File: config.mk
export PLATFORM = sky130hd
export DESIGN_NAME = uart_tx_engine
export DESIGN_NICKNAME = d
export VERILOG_FILES = /design/src/rtl/uart_tx_engine_pkg.sv /design/src/rtl/uart_tx_engine_bit_timer.sv /design/src/rtl/uart_tx_engine.sv
export SDC_FILE = /design/constraint.sdc
export NUM_CORES = 1
export LEC_CHECK = 0
export ABC_AREA = 0
export BUFFER_PORTS_ARGS = -buffer_cell sky130_fd_sc_hd__buf_2
export CORE_UTILIZATION = 30
export DETAILED_ROUTE_END_ITERATION = 7
export PLACE_DENSITY_LB_ADDON = 0.08
export SKIP_LAST_GASP = 1
export SYNTH_ARGS = -nofsm -noshare
export SYNTH_HDL_FRONTEND = slang
export SYNTH_SLANG_ARGS = --single-unit
File: constraint.sdc
create_clock -name Clk -period 4 [get_ports Clk]
set_input_delay 0.8 -clock Clk [delete_from_list [all_inputs] [get_ports Clk]]
set_output_delay 0.8 -clock Clk [all_outputs]
set_load 0.02 [all_outputs]
File: src/rtl/uart_tx_engine_pkg.sv
// Shared types and constants for the UART transmit engine.
package uart_tx_engine_pkg;

    typedef enum logic [2:0] {
        IDLE,
        START,
        DATA,
        PARITY,
        STOP
    } tx_state_e;

    localparam int unsigned BAUD_W_DEF = 18;
    localparam int unsigned DATA8      = 8;
    localparam int unsigned DATA7      = 7;

endpackage

File: src/rtl/uart_tx_engine_bit_timer.sv
// Bit-time counter: emits a one-cycle btu pulse on the last clock of each bit.
module tx_bit_timer
    import uart_tx_engine_pkg::*;
#(
    parameter int unsigned BAUD_W = BAUD_W_DEF
) (
    input  logic              Clk,
    input  logic              Rst,
    input  logic              run,
    input  logic [BAUD_W-1:0] baud_count,
    output logic              btu
);

    logic [BAUD_W-1:0] cnt_q;
    logic [BAUD_W-1:0] cnt_d;
    logic [BAUD_W-1:0] last;

    // baud_count of 0 or 1 both mean one clock per bit; >= keeps the count from wrapping.
    always_comb begin
        last  = (baud_count > BAUD_W'(1)) ? baud_count - 1'b1 : '0;
        btu   = run && (cnt_q >= last);
        cnt_d = (btu || !run) ? '0 : cnt_q + 1'b1;
    end

    always_ff @(posedge Clk) begin
        if (Rst) begin
            cnt_q <= '0;
        end else begin
            cnt_q <= cnt_d;
        end
    end

endmodule

File: src/rtl/uart_tx_engine.sv
// UART transmitter: start bit, 7/8 data bits LSB first, optional parity, one stop bit.
module uart_tx_engine
    import uart_tx_engine_pkg::*;
#(
    parameter int unsigned DATA_W = 8,
    parameter int unsigned BAUD_W = BAUD_W_DEF
) (
    input  logic              Clk,
    input  logic              Rst,
    input  logic              load,
    input  logic [DATA_W-1:0] out_port,
    input  logic              eight,
    input  logic              pen,
    input  logic              ohel,
    input  logic [BAUD_W-1:0] baud_count,
    output logic              TxRdy,
    output logic              Tx
);

    tx_state_e         state_q, state_d;
    logic [DATA_W-1:0] shreg_q, shreg_d;
    logic [3:0]        bitcnt_q, bitcnt_d;
    logic [3:0]        nbits_q, nbits_d;
    logic              pen_q, pen_d;
    logic              par_q, par_d;
    logic              tx_q, tx_d;
    logic              rdy_q, rdy_d;
    logic              btu;
    logic [DATA_W-1:0] data_mask;

    tx_bit_timer #(
        .BAUD_W(BAUD_W)
    ) u_timer (
        .Clk       (Clk),
        .Rst       (Rst),
        .run       (state_q != IDLE),
        .baud_count(baud_count),
        .btu       (btu)
    );

    assign data_mask = eight ? '1 : {1'b0, {(DATA_W-1){1'b1}}};

    // Tx is computed for the state being entered so the line changes on the same edge.
    always_comb begin
        state_d  = state_q;
        shreg_d  = shreg_q;
        bitcnt_d = bitcnt_q;
        nbits_d  = nbits_q;
        pen_d    = pen_q;
        par_d    = par_q;
        tx_d     = tx_q;
        rdy_d    = rdy_q;
        case (state_q)
            IDLE: begin
                if (load) begin
                    state_d  = START;
                    shreg_d  = out_port & data_mask;
                    nbits_d  = eight ? 4'(DATA8) : 4'(DATA7);
                    pen_d    = pen;
                    par_d    = (^(out_port & data_mask)) ^ ohel;
                    bitcnt_d = '0;
                    tx_d     = 1'b0;
                    rdy_d    = 1'b0;
                end
            end
            START: begin
                if (btu) begin
                    state_d  = DATA;
                    tx_d     = shreg_q[0];
                    shreg_d  = shreg_q >> 1;
                    bitcnt_d = 4'd1;
                end
            end
            DATA: begin
                if (btu) begin
                    if (bitcnt_q == nbits_q) begin
                        state_d = pen_q ? PARITY : STOP;
                        tx_d    = pen_q ? par_q : 1'b1;
                    end else begin
                        tx_d     = shreg_q[0];
                        shreg_d  = shreg_q >> 1;
                        bitcnt_d = bitcnt_q + 4'd1;
                    end
                end
            end
            PARITY: begin
                if (btu) begin
                    state_d = STOP;
                    tx_d    = 1'b1;
                end
            end
            STOP: begin
                if (btu) begin
                    state_d = IDLE;
                    tx_d    = 1'b1;
                    rdy_d   = 1'b1;
                end
            end
            default: begin
                state_d = IDLE;
                tx_d    = 1'b1;
                rdy_d   = 1'b1;
            end
        endcase
    end

    always_ff @(posedge Clk) begin
        if (Rst) begin
            state_q  <= IDLE;
            shreg_q  <= '0;
            bitcnt_q <= '0;
            nbits_q  <= '0;
            pen_q    <= 1'b0;
            par_q    <= 1'b0;
            tx_q     <= 1'b1;
            rdy_q    <= 1'b1;
        end else begin
            state_q  <= state_d;
            shreg_q  <= shreg_d;
            bitcnt_q <= bitcnt_d;
            nbits_q  <= nbits_d;
            pen_q    <= pen_d;
            par_q    <= par_d;
            tx_q     <= tx_d;
            rdy_q    <= rdy_d;
        end
    end

    assign Tx    = tx_q;
    assign TxRdy = rdy_q;

endmodule

### Word level (Yosys, flattened, before mapping)

Cells that the tools add are included.

* $add $sub $neg: 3
* $lt $le $gt $ge: 2
* eq/ne operators: 13
* multiplexer cells: 29
* bitwise logic cells: 3
* reduce and logical (&&, ||, !) cells: 15

Operators with widths (number)
* 2-to-1 mux 8 bit: 5
* case mux 8 bit (3 select lines): 1
* 2-to-1 mux 3 bit: 7
* 2-to-1 mux 4 bit: 5
* adder 18 x 1 -> 18 bit (second input constant): 1
* >= comparator 18 bit: 1
* greater-than comparator 18 x 1 -> 1 bit (second input constant): 1
* 2-to-1 mux 18 bit: 1
* subtractor 18 x 1 -> 18 bit (second input constant): 1
* case mux 3 bit (5 select lines): 1
* != test 2 bit (second input constant): 7
* case mux 4 bit (3 select lines): 1
* AND 8 bit: 1
* XOR reduction 8 bit: 1
* == test 3 x 2 -> 1 bit (second input constant): 2
* 2-to-1 mux 1 bit: 6
* AND reduction 6 bit: 1
* nonzero test 3 bit: 2
* AND reduction 5 bit: 1
* adder 4 x 1 -> 4 bit (second input constant): 1
* == test 4 bit: 1
* case mux 1 bit (4 select lines): 1
* AND reduction 4 bit: 1
* OR reduction 2 bit: 2
* 13 further kinds: 13

* bits in registers: 41
* input port bits: 32
* output and inout bits: 2
* logic and storage cells: 74

### Longest topological paths before layout

* depth after elaboration: 6
* mapped depth: 17
* depth with buffers taken out: 14

### Cells and area by module

From an unflattened synthesis, not the netlist that was laid out.

* cell total of the unflattened synthesis: 365
* area, all modules: 3096.7 um^2

By module, submodules not included
* tx_bit_timer: instances 1, cells each 201, area an instance 1656.6 um^2, seq. area each 360.3 um^2
* uart_tx_engine: instances 1, cells each 164, area an instance 1440.1 um^2, seq. area each 420.4 um^2

### Worst setup path after synthesis

Ideal clock, no wire load.

* path type: input to register
* start point: in baud_count[7]
* end point: reg tx_q, in the netlist Tx
* setup time: 0.129 ns
* data arrival time: 3.846 ns
* required time: 3.871 ns
* setup slack: 0.025 ns
* cell stages on the path: 13
* buffers on the path: 0
* cell sequence: or4_4 -> nor3_4 -> nand3_2 -> or4_4 -> nor3_2 -> a21oi_1 -> ha_1 -> and4_1 -> a221oi_4 -> inv_1 -> o311a_1 -> a2111oi_2 -> a31oi_1

* cells in the longest elaborated chain, start to end: 6
* elaborated cells on any way between the ends: 9
* classes of those cells: add/sub (1); order compare (2); eq/ne (3); mux (1); reduce/logical (2)

RTL lines
* start: declaration: line uart_tx_engine.sv:15 `input logic [BAUD_W-1:0] baud_count,`
* subtractor 18 x 1 -> 18 bit or greater-than comparator 18 x 1 -> 1 bit (tied branches): line uart_tx_engine_bit_timer.sv:20 `last = (baud_count > BAUD_W'(1)) ? baud_count - 1'b1 : '0;`
* 2-to-1 mux 18 bit *: line uart_tx_engine_bit_timer.sv:20
* >= comparator 18 bit *: line uart_tx_engine_bit_timer.sv:21 `btu = run && (cnt_q >= last);`
* logical AND 1 bit *: line uart_tx_engine_bit_timer.sv:21
* != test 2 x 1 -> 1 bit (no line) or != test 2 bit (tied branches)
* AND reduction 4 bit (no line) *
* end signal: assignment: line uart_tx_engine.sv:124 `tx_q <= tx_d;`
* end: declaration: line uart_tx_engine.sv:26 `logic tx_q, tx_d;`

Every way passes the cells marked *; elsewhere a longest branch is shown, timed or not.
A chain may end at the register's enable or synchronous reset.

### Worst setup path after layout

Same ends and word-level chain as after synthesis.

==> impl.org <==
** Cells and area
- At the end of the flow, the number of nets in the layout was 476.
- Commonest cells after routing, fill and taps aside :: 43 x sky130_fd_sc_hd__nor2_1, 40 x sky130_fd_sc_hd__nand2_1, 39 x sky130_fd_sc_hd__dfxtp_1, 39 x sky130_fd_sc_hd__buf_4, 31 x sky130_fd_sc_hd__buf_2
- Fraction of final layout cells sized beyond drive strength 1 :: 0.295
- Filler cells :: 931
- Post-route cell area :: 3660 um^2
- Number of antenna diodes :: 0
- Most frequent standard cell in the layout excluding fill and tap cells :: sky130_fd_sc_hd__nor2_1
- Registers take 781 um^2.
- Summing all multi-input logic gate instances after layout gives 2040 um^2.
- Synthesis-to-layout area growth :: 30.0%
- Final non-filler cell total :: 529

** Routing
- After detailed routing, the total wire length is 7.01 mm.
- The routed layout has 2622 vias.
- After detailed routing, the average wire length per cell comes to 13.3 um.
- In the routed layout, each cell is associated on average with a via count of 4.96.
- Pre-Repair DR Iteration Count :: 4
- After the first detailed-routing iteration, the DRC count stood at 73.
- In the routed design, unresolved DRC markers number 0.
- Post-detailed-route count of antenna-violating nets :: 0

** Setup path
- Delay of the slowest critical-path stage :: 0.55 ns
- Critical path, cell by cell :: buf_6 > or4_4 > nor3_4 > nand3_2 > or4_4 > nor3_4 > a21oi_4 > ha_4 > and4_1 > a221oi_4 > buf_6 > inv_2 > o311a_1 > a2111oi_2 > a31oi_1
- Endpoint required time on the critical path :: 4.17 ns
- Critical path's slowest cell :: sky130_fd_sc_hd__or4_4
- The cell family contributing the most delay on the critical path is simple AND/OR/NAND/NOR gates.
- STA classifies the critical path endpoint as a flip-flop.
- The worst setup path is launched from an input port.
- Setup Crit Path Kind :: in -> reg
- Data arrival time at the worst-slack endpoint :: 4.15 ns
- In this run the worst path has a maximum fanout of 6.
- The critical path contains buffers and inverters numbering 3 combined.

** Synthesis
- Library cells used by synthesis :: 54
- Portion of the post-synthesis area used by sequential elements :: 0.277
- Dividing the synthesized area by the synthesized cell count gives 8.12 um^2.
- Syn Nets :: 401
- Total of flip-flops plus latches after synthesis :: 39
- Counting flops with an async set or reset pin after synthesis yields a share of 0.
- For this run, the number of Yosys warnings is 0.
- Number of cells produced by synthesis :: 347
- Most used flip-flop cell after synthesis :: sky130_fd_sc_hd__dfxtp_1
- The synthesized design contains 0 enable-type register cells.
- Netlist area before placement :: 2820 um^2

** Clocking
- For this design, the sink count on the clock tree is 39.
- Max Root-Sink Buffers :: 2
- Clock slew at the register clock pins of the worst setup and hold paths :: 0.07 ns
- The number of hold buffers added after CTS was 0.
- The later pin in the worst-skew pair is clocked with a latency of 0.29 ns.
- In this run the number of H-tree levels came out at 2.
- TritonCTS built the clock tree.
- In this run the clock root is driven by a sky130_fd_sc_hd__clkbuf_8.
- Buffers inserted during clock tree synthesis total 5.

** Power
- Total power per unit cell area :: 228 nW/um^2
- Clk network pwr share :: 0.294
- Total power for the finished layout comes to 0.834 mW.
- Cell-internal power :: 0.604 mW
- The share of total power dissipated in sequential elements is 0.493.
- Switching Power :: 0.229 mW
- Share of power burned in combinational logic :: 0.213
- Maximum vdd drop :: 95.1 uV
- Static leakage power :: 1.51 nW
- Of the total power, the share spent switching nets is 0.275.

** Flow run
- Number of max-cap violations :: 0

** Placed design
- Area after detailed placement :: 3380 um^2
- The congestion estimate from routability-driven global placement came to 0.766.
- The wire-length estimate of the detail-placed layout is 5.40 mm.
- Cell count after placement :: 519
- Buffers placed on the I/O ports in this run total 33.

** Global route
- Entering global routing, the biggest net connects 24 pins.
- Number of global-route vias before repair :: 2539
- The first global-routing pass estimated 11.7 mm of wire.
- Total global-route track usage :: 0.148
- The number of antenna violations at the first check in global routing was 0.
- GRT Residual Overflow :: 0

** Die
- The initial utilization of the core area, before any placement, comes to 0.317.
- Core footprint :: 8890 um^2
- Vertical die dimension :: 98.9 um
- Die ar. :: 9780 um^2
- The die is 98.9 um wide.
- For this design the top-level I/O count stands at 34.
- Number of placement rows :: 34

** STA
- Number of hold-slack violations in the final timing report :: 0
- Period Utilization, post-route :: 0.995
- Derived from the worst setup path, the maximum achievable clock frequency is 251 MHz.
- Headroom to the max-slew limit came out at 0.364.
- The number of max-slew violations in the final report came to 0.
- Setup Total Neg Slack :: 0 ns
- Between clock sinks in the finished design, the worst skew comes to 0.00622 ns.
- Slew at the pin with the worst max-slew slack :: 0.952 ns
- Total of endpoints with negative setup slack in the final report :: 0
- Setup repair after global routing could not meet its margin everywhere.
- The worst path in the final design needs a cycle of 3.98 ns, including I/O delays and setup.

** Hold path
- The tightest min-delay check is of the reg -> reg type.

** Run status
- Status :: finished clean
## Yosys cell counts, drive strengths merged (5+ instances only)
cell type / count / area, um^2
nor2: 44 / 165
nand2: 42 / 158
dfxtp: 39 / 781
a21oi: 24 / 120
ha: 22 / 275
inv: 19 / 71.3
xor2: 19 / 166
a211oi: 17 / 128
xnor2: 17 / 149
o21ai: 13 / 72.6
nand3: 11 / 60.1
nor3: 8 / 56.3
buf: 7 / 48.8
mux2: 7 / 78.8
or4: 6 / 53.8
nand4: 5 / 31.3
## path summary, 6_finish.rpt
path | from | endpoint | slack, ns | depth (start not counted)
min reg2reg | shreg_q[5] | shreg_q[5] | 0.45 | 2
max | baud_count[7] | Tx | 0.02 | 15
min | shreg_q[5] | shreg_q[5] | 0.45 | 2
max reg2reg | u_timer.cnt_q[0] | Tx | 1.56 | 10
## through the flow
stage	utilization	worst slack, ns	hold WS [ns]
final	0.412	0.0183	0.455
after floorplan	-	0.0245	0.430
after CTS	0.391	-0.0138	0.458
after detailed placement	0.380	-0.386	0.446
after global routing	0.412	-0.118	0.483
after global placement	0.380	-0.385	0.442
## worst register-to-register path, cell delays in order, from the launching register on
cell and delay (ns):
sky130_fd_sc_hd__dfxtp_1 0.40, sky130_fd_sc_hd__inv_1 0.06, sky130_fd_sc_hd__ha_1 0.28, sky130_fd_sc_hd__nand2b_1 0.14
sky130_fd_sc_hd__a21oi_1 0.23, sky130_fd_sc_hd__o31ai_2 0.11, sky130_fd_sc_hd__o21a_1 0.23, sky130_fd_sc_hd__buf_4 0.15
sky130_fd_sc_hd__o311a_1 0.33, sky130_fd_sc_hd__a2111oi_2 0.33, sky130_fd_sc_hd__a31oi_1 0.07
## sequential cells by signal, summed over array words and instances, names as in the netlist
name	count
pen_q	1
par_q	1
shreg_q	8
bitcnt_q	4
Tx	1
u_timer.cnt_q	18
state_q	3
nbits_q	2
TxRdy	1
## repair_timing
item                                    in CTS  in global routing
setup buffers                                0                  4
pin swaps                                    0                 14
hold endpoints to repair                     0                  0
endpoints found under the setup margin      10                 33
gates resized for setup                      3                 33
## layout make-up
class,instances,share of cell area
clock buffer,6,0.0198
inverter,19,0.0195
multi-input combinational,278,0.558
sequential,39,0.213
tap,108,0.0369
timing repair buffer,79,0.152
## power groups by stage
stage / clock network [mW] / registers, mW / logic [mW]
3_5_place_dp: 0 / 0.420 / 0.165
5_1_grt: 0.276 / 0.413 / 0.196
2_1_floorplan: 0 / 0.418 / 0.100
6_report: 0.245 / 0.411 / 0.177
3_3_place_gp: 0 / 0.420 / 0.165
4_1_cts: 0.258 / 0.411 / 0.168
## layer usage
metal / wire length (um) / track usage / part of all wire
met3: 157 / 0.0277 / 0.022
met2: 3200 / 0.239 / 0.46
met5: 0 / 0 / 0
met4: 63 / 0.0344 / 0.0090
met1: 3590 / 0.204 / 0.51
## cell families after synthesis
kind of cell / after synthesis / synth area share
mux: 7 / 0.0280
fa+ha+maj: 22 / 0.0977
flops: 39 / 0.277
simple gates: 139 / 0.249
xor+xnor: 36 / 0.112
compound gates: 74 / 0.189
buf+inv: 30 / 0.0480
Power figures use the tool's default switching activity.
